## src/rtl/fib_rr_scheduler.sv

```systemverilog
// -----------------------------------------------------------------------------
// fib_rr_scheduler
// Shares one Fibonacci producer between two burst consumers. One consumer is
// granted at a time. The producer enable is driven for exactly len_q cycles and
// the returned words are forwarded to the owner. A one-cycle DONE state closes
// each burst. When both consumers request, a round-robin pointer picks the one
// that was not served last.
// -----------------------------------------------------------------------------
module fib_rr_scheduler #(
   parameter int DW = 16,   // data word width, matches producer output
   parameter int CW = 4     // burst length counter width
) (
   input  logic          clock_1,
   input  logic          reset,
   input  logic          req0,
   input  logic [CW-1:0] len0,
   input  logic          req1,
   input  logic [CW-1:0] len1,
   output logic          f_en,
   input  logic          f_valid,
   input  logic [DW-1:0] f_out,
   output logic          grant0,
   output logic          grant1,
   output logic [DW-1:0] d_out,
   output logic          d_valid0,
   output logic          d_valid1,
   output logic          done0,
   output logic          done1,
   output logic          busy
);

   typedef enum logic [1:0] {
      IDLE = 2'd0,
      RUN  = 2'd1,
      DONE = 2'd2
   } state_t;

   state_t        state;
   logic [CW-1:0] len_q;       // burst length frozen at grant
   logic [CW-1:0] issue_cnt;   // enabled cycles issued so far
   logic [CW-1:0] rcv_cnt;     // words forwarded so far
   logic          rr_ptr;      // consumer that wins a tie
   logic          owner;       // consumer holding the current grant

   logic          pick_valid;
   logic          pick_id;
   logic [CW-1:0] pick_len;
   logic [CW-1:0] issue_nxt;
   logic [CW-1:0] rcv_nxt;
   logic          word_ok;
   logic          last_word;

   // Arbitration choice and counter look-ahead used by the state machine.
   always_comb begin
      // NOTE: every output of this block gets a default first, so no path can leave it unassigned and infer a latch.
      pick_valid = req0 | req1;
      pick_id    = 1'b0;
      if (req0 && req1) begin
         pick_id = rr_ptr;
      end else if (req1) begin
         pick_id = 1'b1;
      end
      pick_len  = pick_id ? len1 : len0;
      issue_nxt = issue_cnt + CW'(1);
      rcv_nxt   = rcv_cnt + CW'(1);
      // A word is only accepted while the burst still owes words; this also
      // keeps rcv_cnt from ever passing len_q.
      word_ok   = (state == RUN) && f_valid && (rcv_cnt < len_q);
      last_word = word_ok && (rcv_nxt == len_q);
   end

   // Scheduler state machine with all outputs registered.
   always_ff @(posedge clock_1) begin
      // NOTE: sequential state uses non-blocking assignments so every register sees pre-edge values, independent of statement order.
      if (reset) begin
         state     <= IDLE;
         len_q     <= '0;
         issue_cnt <= '0;
         rcv_cnt   <= '0;
         rr_ptr    <= 1'b0;
         owner     <= 1'b0;
         f_en      <= 1'b0;
         grant0    <= 1'b0;
         grant1    <= 1'b0;
         d_out     <= '0;
         d_valid0  <= 1'b0;
         d_valid1  <= 1'b0;
         done0     <= 1'b0;
         done1     <= 1'b0;
         busy      <= 1'b0;
      end else begin
         // Pulses are low unless a branch below raises them for this cycle.
         d_valid0 <= 1'b0;
         d_valid1 <= 1'b0;
         done0    <= 1'b0;
         done1    <= 1'b0;

         case (state)
            IDLE: begin
               f_en <= 1'b0;
               if (pick_valid) begin
                  owner     <= pick_id;
                  grant0    <= ~pick_id;
                  grant1    <= pick_id;
                  len_q     <= pick_len;
                  issue_cnt <= '0;
                  rcv_cnt   <= '0;
                  busy      <= 1'b1;
                  if (pick_len != '0) begin
                     state <= RUN;
                     f_en  <= 1'b1;
                  end else begin
                     // An empty burst goes straight to completion without
                     // touching the producer.
                     state <= DONE;
                     done0 <= ~pick_id;
                     done1 <= pick_id;
                  end
               end
            end

            RUN: begin
               // Enable runs for len_q consecutive cycles from the first RUN
               // cycle; issue_cnt stops at len_q because f_en drops there.
               if (f_en) begin
                  issue_cnt <= issue_nxt;
                  f_en      <= (issue_nxt < len_q);
               end

               if (word_ok) begin
                  d_out    <= f_out;
                  d_valid0 <= ~owner;
                  d_valid1 <= owner;
                  rcv_cnt  <= rcv_nxt;
               end

               // The final word and the done pulse leave in the same cycle.
               if (last_word) begin
                  state <= DONE;
                  f_en  <= 1'b0;
                  done0 <= ~owner;
                  done1 <= owner;
               end
            end

            DONE: begin
               state  <= IDLE;
               f_en   <= 1'b0;
               grant0 <= 1'b0;
               grant1 <= 1'b0;
               busy   <= 1'b0;
               rr_ptr <= ~owner;
            end

            default: begin
               state  <= IDLE;
               f_en   <= 1'b0;
               grant0 <= 1'b0;
               grant1 <= 1'b0;
               busy   <= 1'b0;
            end
         endcase
      end
   end

endmodule
```

## config.mk

```make
export PLATFORM = sky130hd
export DESIGN_NAME = fib_rr_scheduler
export DESIGN_NICKNAME = d
export VERILOG_FILES = /design/src/rtl/fib_rr_scheduler.sv
export SDC_FILE = /design/constraint.sdc
export NUM_CORES = 1
export LEC_CHECK = 0
export BUFFER_PORTS_ARGS = -buffer_cell sky130_fd_sc_hd__buf_2
export CORE_AREA = 2 2 89 91
export DETAILED_ROUTE_END_ITERATION = 10
export DIE_AREA = 0 0 91 93
export PLACE_DENSITY = 0.53
export SYNTH_ARGS = -nofsm -noshare
export SYNTH_HDL_FRONTEND = slang
export SYNTH_SLANG_ARGS = --single-unit
```

## constraint.sdc

```tcl
create_clock -name clock_1 -period 3.3 [get_ports clock_1]
set_input_delay 0.165 -clock clock_1 [delete_from_list [all_inputs] [get_ports clock_1]]
set_output_delay 0.165 -clock clock_1 [all_outputs]
set_load 0.1 [all_outputs]
```

Word level (Yosys, flattened, before mapping)
Index checks and enable logic that the tools add are counted.

storage, ports and cells
  bits in registers = 40
  RAM bits = 0
  word-level logic and storage cells = 76
  bits in read-only memories = 0
  memories kept = 0
  latch bits = 0

operators by class
  $lt $le $gt $ge = 2
  reductions and logical operators = 14
  muxes and demuxes = 31
  $add $sub $neg = 2
  $mul = 0
  shifts and indexed selects = 0
  div/mod/pow operators = 0
  eq/ne operators = 7
  bitwise logic cells = 5

operators with widths
  kind                                                             count
  4-bit two-way mux                                                4
  4-bit one-hot mux with 2 select lines                            2
  1-bit two-way mux                                                15
  1-bit one-hot mux with 2 select lines                            6
  4-bit by 1-bit adder with 4-bit output, second input constant    2
  4-bit < comparator                                               2
  2-bit != test, second input constant                             4
  2-bit AND reduction                                              4
  2-bit two-way mux                                                3
  3-bit AND reduction                                              2
  4-bit == test                                                    1
  1-bit logical AND                                                4
  1-bit NOT                                                        4
  2-bit one-hot mux with 2 select lines                            1
  4-bit nonzero test                                               1
  3-bit OR reduction                                               1
  2-bit by 1-bit == test with 1-bit output, second input constant  1
  2-bit == test, second input constant                             1
  2-bit zero test                                                  1
  2-bit nonzero test                                               1
  1-bit OR                                                         1

Longest topological paths before layout
  depth after elaboration = 7
  depth in mapped cells = 8

Worst setup path before layout
OpenSTA, ideal clock, no wires.

  path kind = flip-flop to flip-flop
  from = register f_en
  to = register f_en
  period minus slack after synthesis = 1914 ps
  setup time = 70 ps
  cell stages (with the launch flop) = 4
  slack = 1386 ps
  buffers on the path = 0
  data arrival time = 1844 ps
  cells stage by stage = dfxtp_1 -> nand2_1 -> or4_1 -> a21oi_1

on the way
  word-level cells in the longest chain between the ends = 3

ends and longest elaborated chain
  item                                   RTL line  text
  start, declared                        19        output logic f_en,
  start signal, assigned                 127       f_en <= (issue_nxt < len_q);
  1-bit two-way mux                      125       if (f_en) begin
  1-bit two-way mux                      138       if (last_word) begin
  1-bit one-hot mux with 2 select lines  98        case (state)

Every way passes these cells.
A chain may end at the register's enable or synchronous reset.

Worst setup path after layout
  from = register rcv_cnt[0]
  to = register rcv_cnt[3]

on the way
  word-level cells in the longest chain between the ends = 4
  elaborated cells on any way between the ends = 7
  classes of those cells = add/sub (1); order compare (1); eq/ne (1); mux (2); reduce/logical (2)

ends and longest elaborated chain
  item                           RTL line  text
  start, declared                41        logic [CW-1:0] rcv_cnt;
  start signal, assigned         134       rcv_cnt <= rcv_nxt;
  4-bit < comparator             68        word_ok = (state == RUN) && f_valid && (rcv_cnt < len_q);
  1-bit logical AND              68
  2-bit != test (no line)        --
  3-bit AND reduction (no line)  --

Parallel ways exist; a longest one is shown, timed or not. The select of a mux whose other input is x is not followed.

==> out/results.txt <==
register area share after synthesis: 0.435
Post-Syn Area: 1840 sq um
clock root buffer: clkbuf_8
setup bufs post-CTS: 0
combinational family with the most area after synthesis: simple AND/OR/NAND/NOR gates
height of the chip: 93 um
multiplexer share of the synthesized area: 0.0272
Critical Path RT: 3.49 ns
Critical R2R Launch: rcv_cnt[0]
Ys Warns: 0
CTS tree: built
startpoint types: flip-flop
setup_tns: 0 ns
Num CTS Buffers: 5
Synth Register Bits: 40
switching part of the total: 0.354
Synth Area in Simple Gates: 0.248
clock power share: 0.283
P&R area growth vs syn: 23.7%
Synth Net Count: 255
Yosys cell types: 38
Reg2Reg Capture Point: rcv_cnt[3]
post-synth top area cell: dfxtp_1
Post-Syn Area per Cell: 8.49 sq um
wire per inst: 11.4 um
critical path capture point type: flip-flop
H-tree Lvls: 2
Worst Tran Pin Value: 0.770 ns
initial antenna violation count: 0
clk_skew: 0.0131 ns
total track usage: 0.103
first-pass GRT wire length: 7.09 mm
initial core utilization: 0.245
Critical Path AT: 2.35 ns
share of layout cells above drive strength 1: 0.258
I/O Pins: 53
switching power total: 0.000400 W
# DRC: 0
Reg2Reg Depth: 7
Post-DP HPWL: 3.07 mm
Max Clock Freq: 0.463 GHz
Worst-Skew Late Latency: 0.30 ns
clock-pin transition on the worst setup and hold timing paths: 0.08 ns
Mapped Cells: 217
CP Max Fanout: 21
leakage power: 0.989 nW
total grt overflow: 0
unrepaired setup endpoints after global routing: no
die area: 8460 sq um
pwr/cell area: 496 nW/um^2
antenna cell count: 0
WHS Path Cells: 3
final slew viol count: 0
Post-DRT Antenna Nets: 0
commonest cells after routing, fill and taps aside: buf_2 (52), nand2_1 (44), dfxtp_1 (40)
CP Class: reg -> reg
vias per cell: 4.43
core footprint: 7530 sq um
RePlAce Congestion: 0.739
placed cells: 361
Slowest cell on crit path: or2_1
Port Buffers: 52
slew margin rel.: 0.487
Max IR drop VDD: 149 uV
Post-layout nets: 304
DR iter-0 viols: 60
Non-Filler Instances: 369
CTS Buffer Depth: 2
Maximum Capacitance Violations: 0
WL final: 4.22 mm
first drt pass iteration count: 4
HP Class: in -> reg
HP Start: f_out[5]
slowest stage delay, CP: 0.60 ns
Synth top area share: 0.435
clock sinks: 40
commonest non-fill, non-tap cell in the layout: buf_2
reg2reg setup slack: 1.14 ns
CTS Hold Bufs: 0
status: finished clean
endpoints failing hold: 0
Logic pwr share: 0.250
Final Cycle Share: 0.654
endpoints failing setup: 0
count of cells resized by post-cts repair: 0
WHS Endpoint: d_out[5]
Reg power frac: 0.467
synth top area cells: dfxtp_1 (43%), nand2_1 (9.0%), a21oi_1 (8.4%), ha_1 (6.1%), nor2_1 (3.1%)
crit-path cells: inv_1, ha_1, nand2b_1, a21oi_4, or2_1, nand2_1, a311oi_1
vias in the first global route: 1,512
pin count of the biggest net entering global routing: 40
vias: 1,635
post-synthesis compound-gate area fraction: 0.151
die width: 91 um
crit path time final: 2.16 ns
Pint: 0.000730 W
post-synthesis adder-cell area fraction: 0.0611
Rows: 32
Post-Synth XOR/XNOR Area: 0.0367
through the flow:
step	util	hold WS (ns)	worst slack (ns)	area (sq um)	power (W)
after floorplan	-	0.301	1.39	1840	0.000763
after global placement	0.291	0.410	1.18	2190	0.000822
after detailed placement	0.291	0.414	1.14	2190	0.000824
after CTS	0.303	0.0841	1.06	2280	0.00115
after global routing	0.303	0.0863	0.882	2280	0.00120
final	0.303	0.0960	1.14	2280	0.00113
cells in the mapped netlist, drive strengths merged:
cell type	count
nand2	44
dfxtp	40
a21oi	32
nor2	15
ha	9
nand3	7
nor3	7
buf	6
clkbuf	6
inv	6
a211oi	5
mux2i	5
o21ai	5
nand2b	4
or3	4
nand3b	3
nor4	3
xor2	3
a311oi	2
xnor2	2
a21boi	1
a22oi	1
and2	1
nor2b	1
nor3b	1
o21a	1
or2	1
or4	1
xor3	1
power groups by stage:
stage | Clock (W) | Sequential, W | Combinational, W
floorplan | 0 | 0.000646 | 0.000117
global placement | 0 | 0.000539 | 0.000283
detailed placement | 0 | 0.000539 | 0.000285
CTS | 0.000341 | 0.000528 | 0.000285
global route | 0.000359 | 0.000532 | 0.000304
finish | 0.000320 | 0.000528 | 0.000282
per-layer routing:
metal	routed length, um	share of wire	vias to the layer above	GRT usage
li1	-	-	839	-
met2	1950	0.46	46	0.172
met5	0	0	-	0
met3	260	0.062	10	0.0282
met1	1900	0.45	740	0.126
met4	109	0.026	0	0.0442
state kept, by name (all words and copies together) (netlist names), 2 cells and up:
signal,flops
state,2
d_out,16
rcv_cnt,4
issue_cnt,4
len_q,4
cell type report:
class / instances / area [sq um]
clock inverters: 3 / 18.8
flip-flops and latches: 40 / 801
repair buffers: 54 / 275
clock buffers: 5 / 68.8
well taps: 102 / 128
fillers: 835 / 5250
multi-input cells: 159 / 965
inverters: 6 / 22.5
how the worst max path moves through the flow:
stage | from | to | slack (ns) | depth (start not counted)
global route | len_q[1] | rcv_cnt[3] | 0.88 | 7
detailed placement | rcv_cnt[0] | rcv_cnt[3] | 1.14 | 7
finish | rcv_cnt[0] | rcv_cnt[3] | 1.14 | 7
floorplan | f_en | f_en | 1.39 | 3
global placement | len_q[1] | rcv_cnt[2] | 1.18 | 7
CTS | rcv_cnt[0] | rcv_cnt[3] | 1.06 | 7
worst max-delay path, delay by kind of cell, from the launching register on:
family                     cells  cell delay (ns)
AOI/OAI and AO/OA              2             0.49
DFF                            1             0.39
adders and majority gates      1             0.17
buffers and inverters          1             0.07
and+or+nand+nor                3             0.93
logic make-up after synthesis:
group,Yosys count
and+or+nand+nor,92
AOI/OAI and AO/OA,47
DFF,40
buffers and inverters,18
adders and majority gates,9
xor gates and xnor gates,6
muxes,5
No activity file was read; power rests on OpenSTA's default activity.
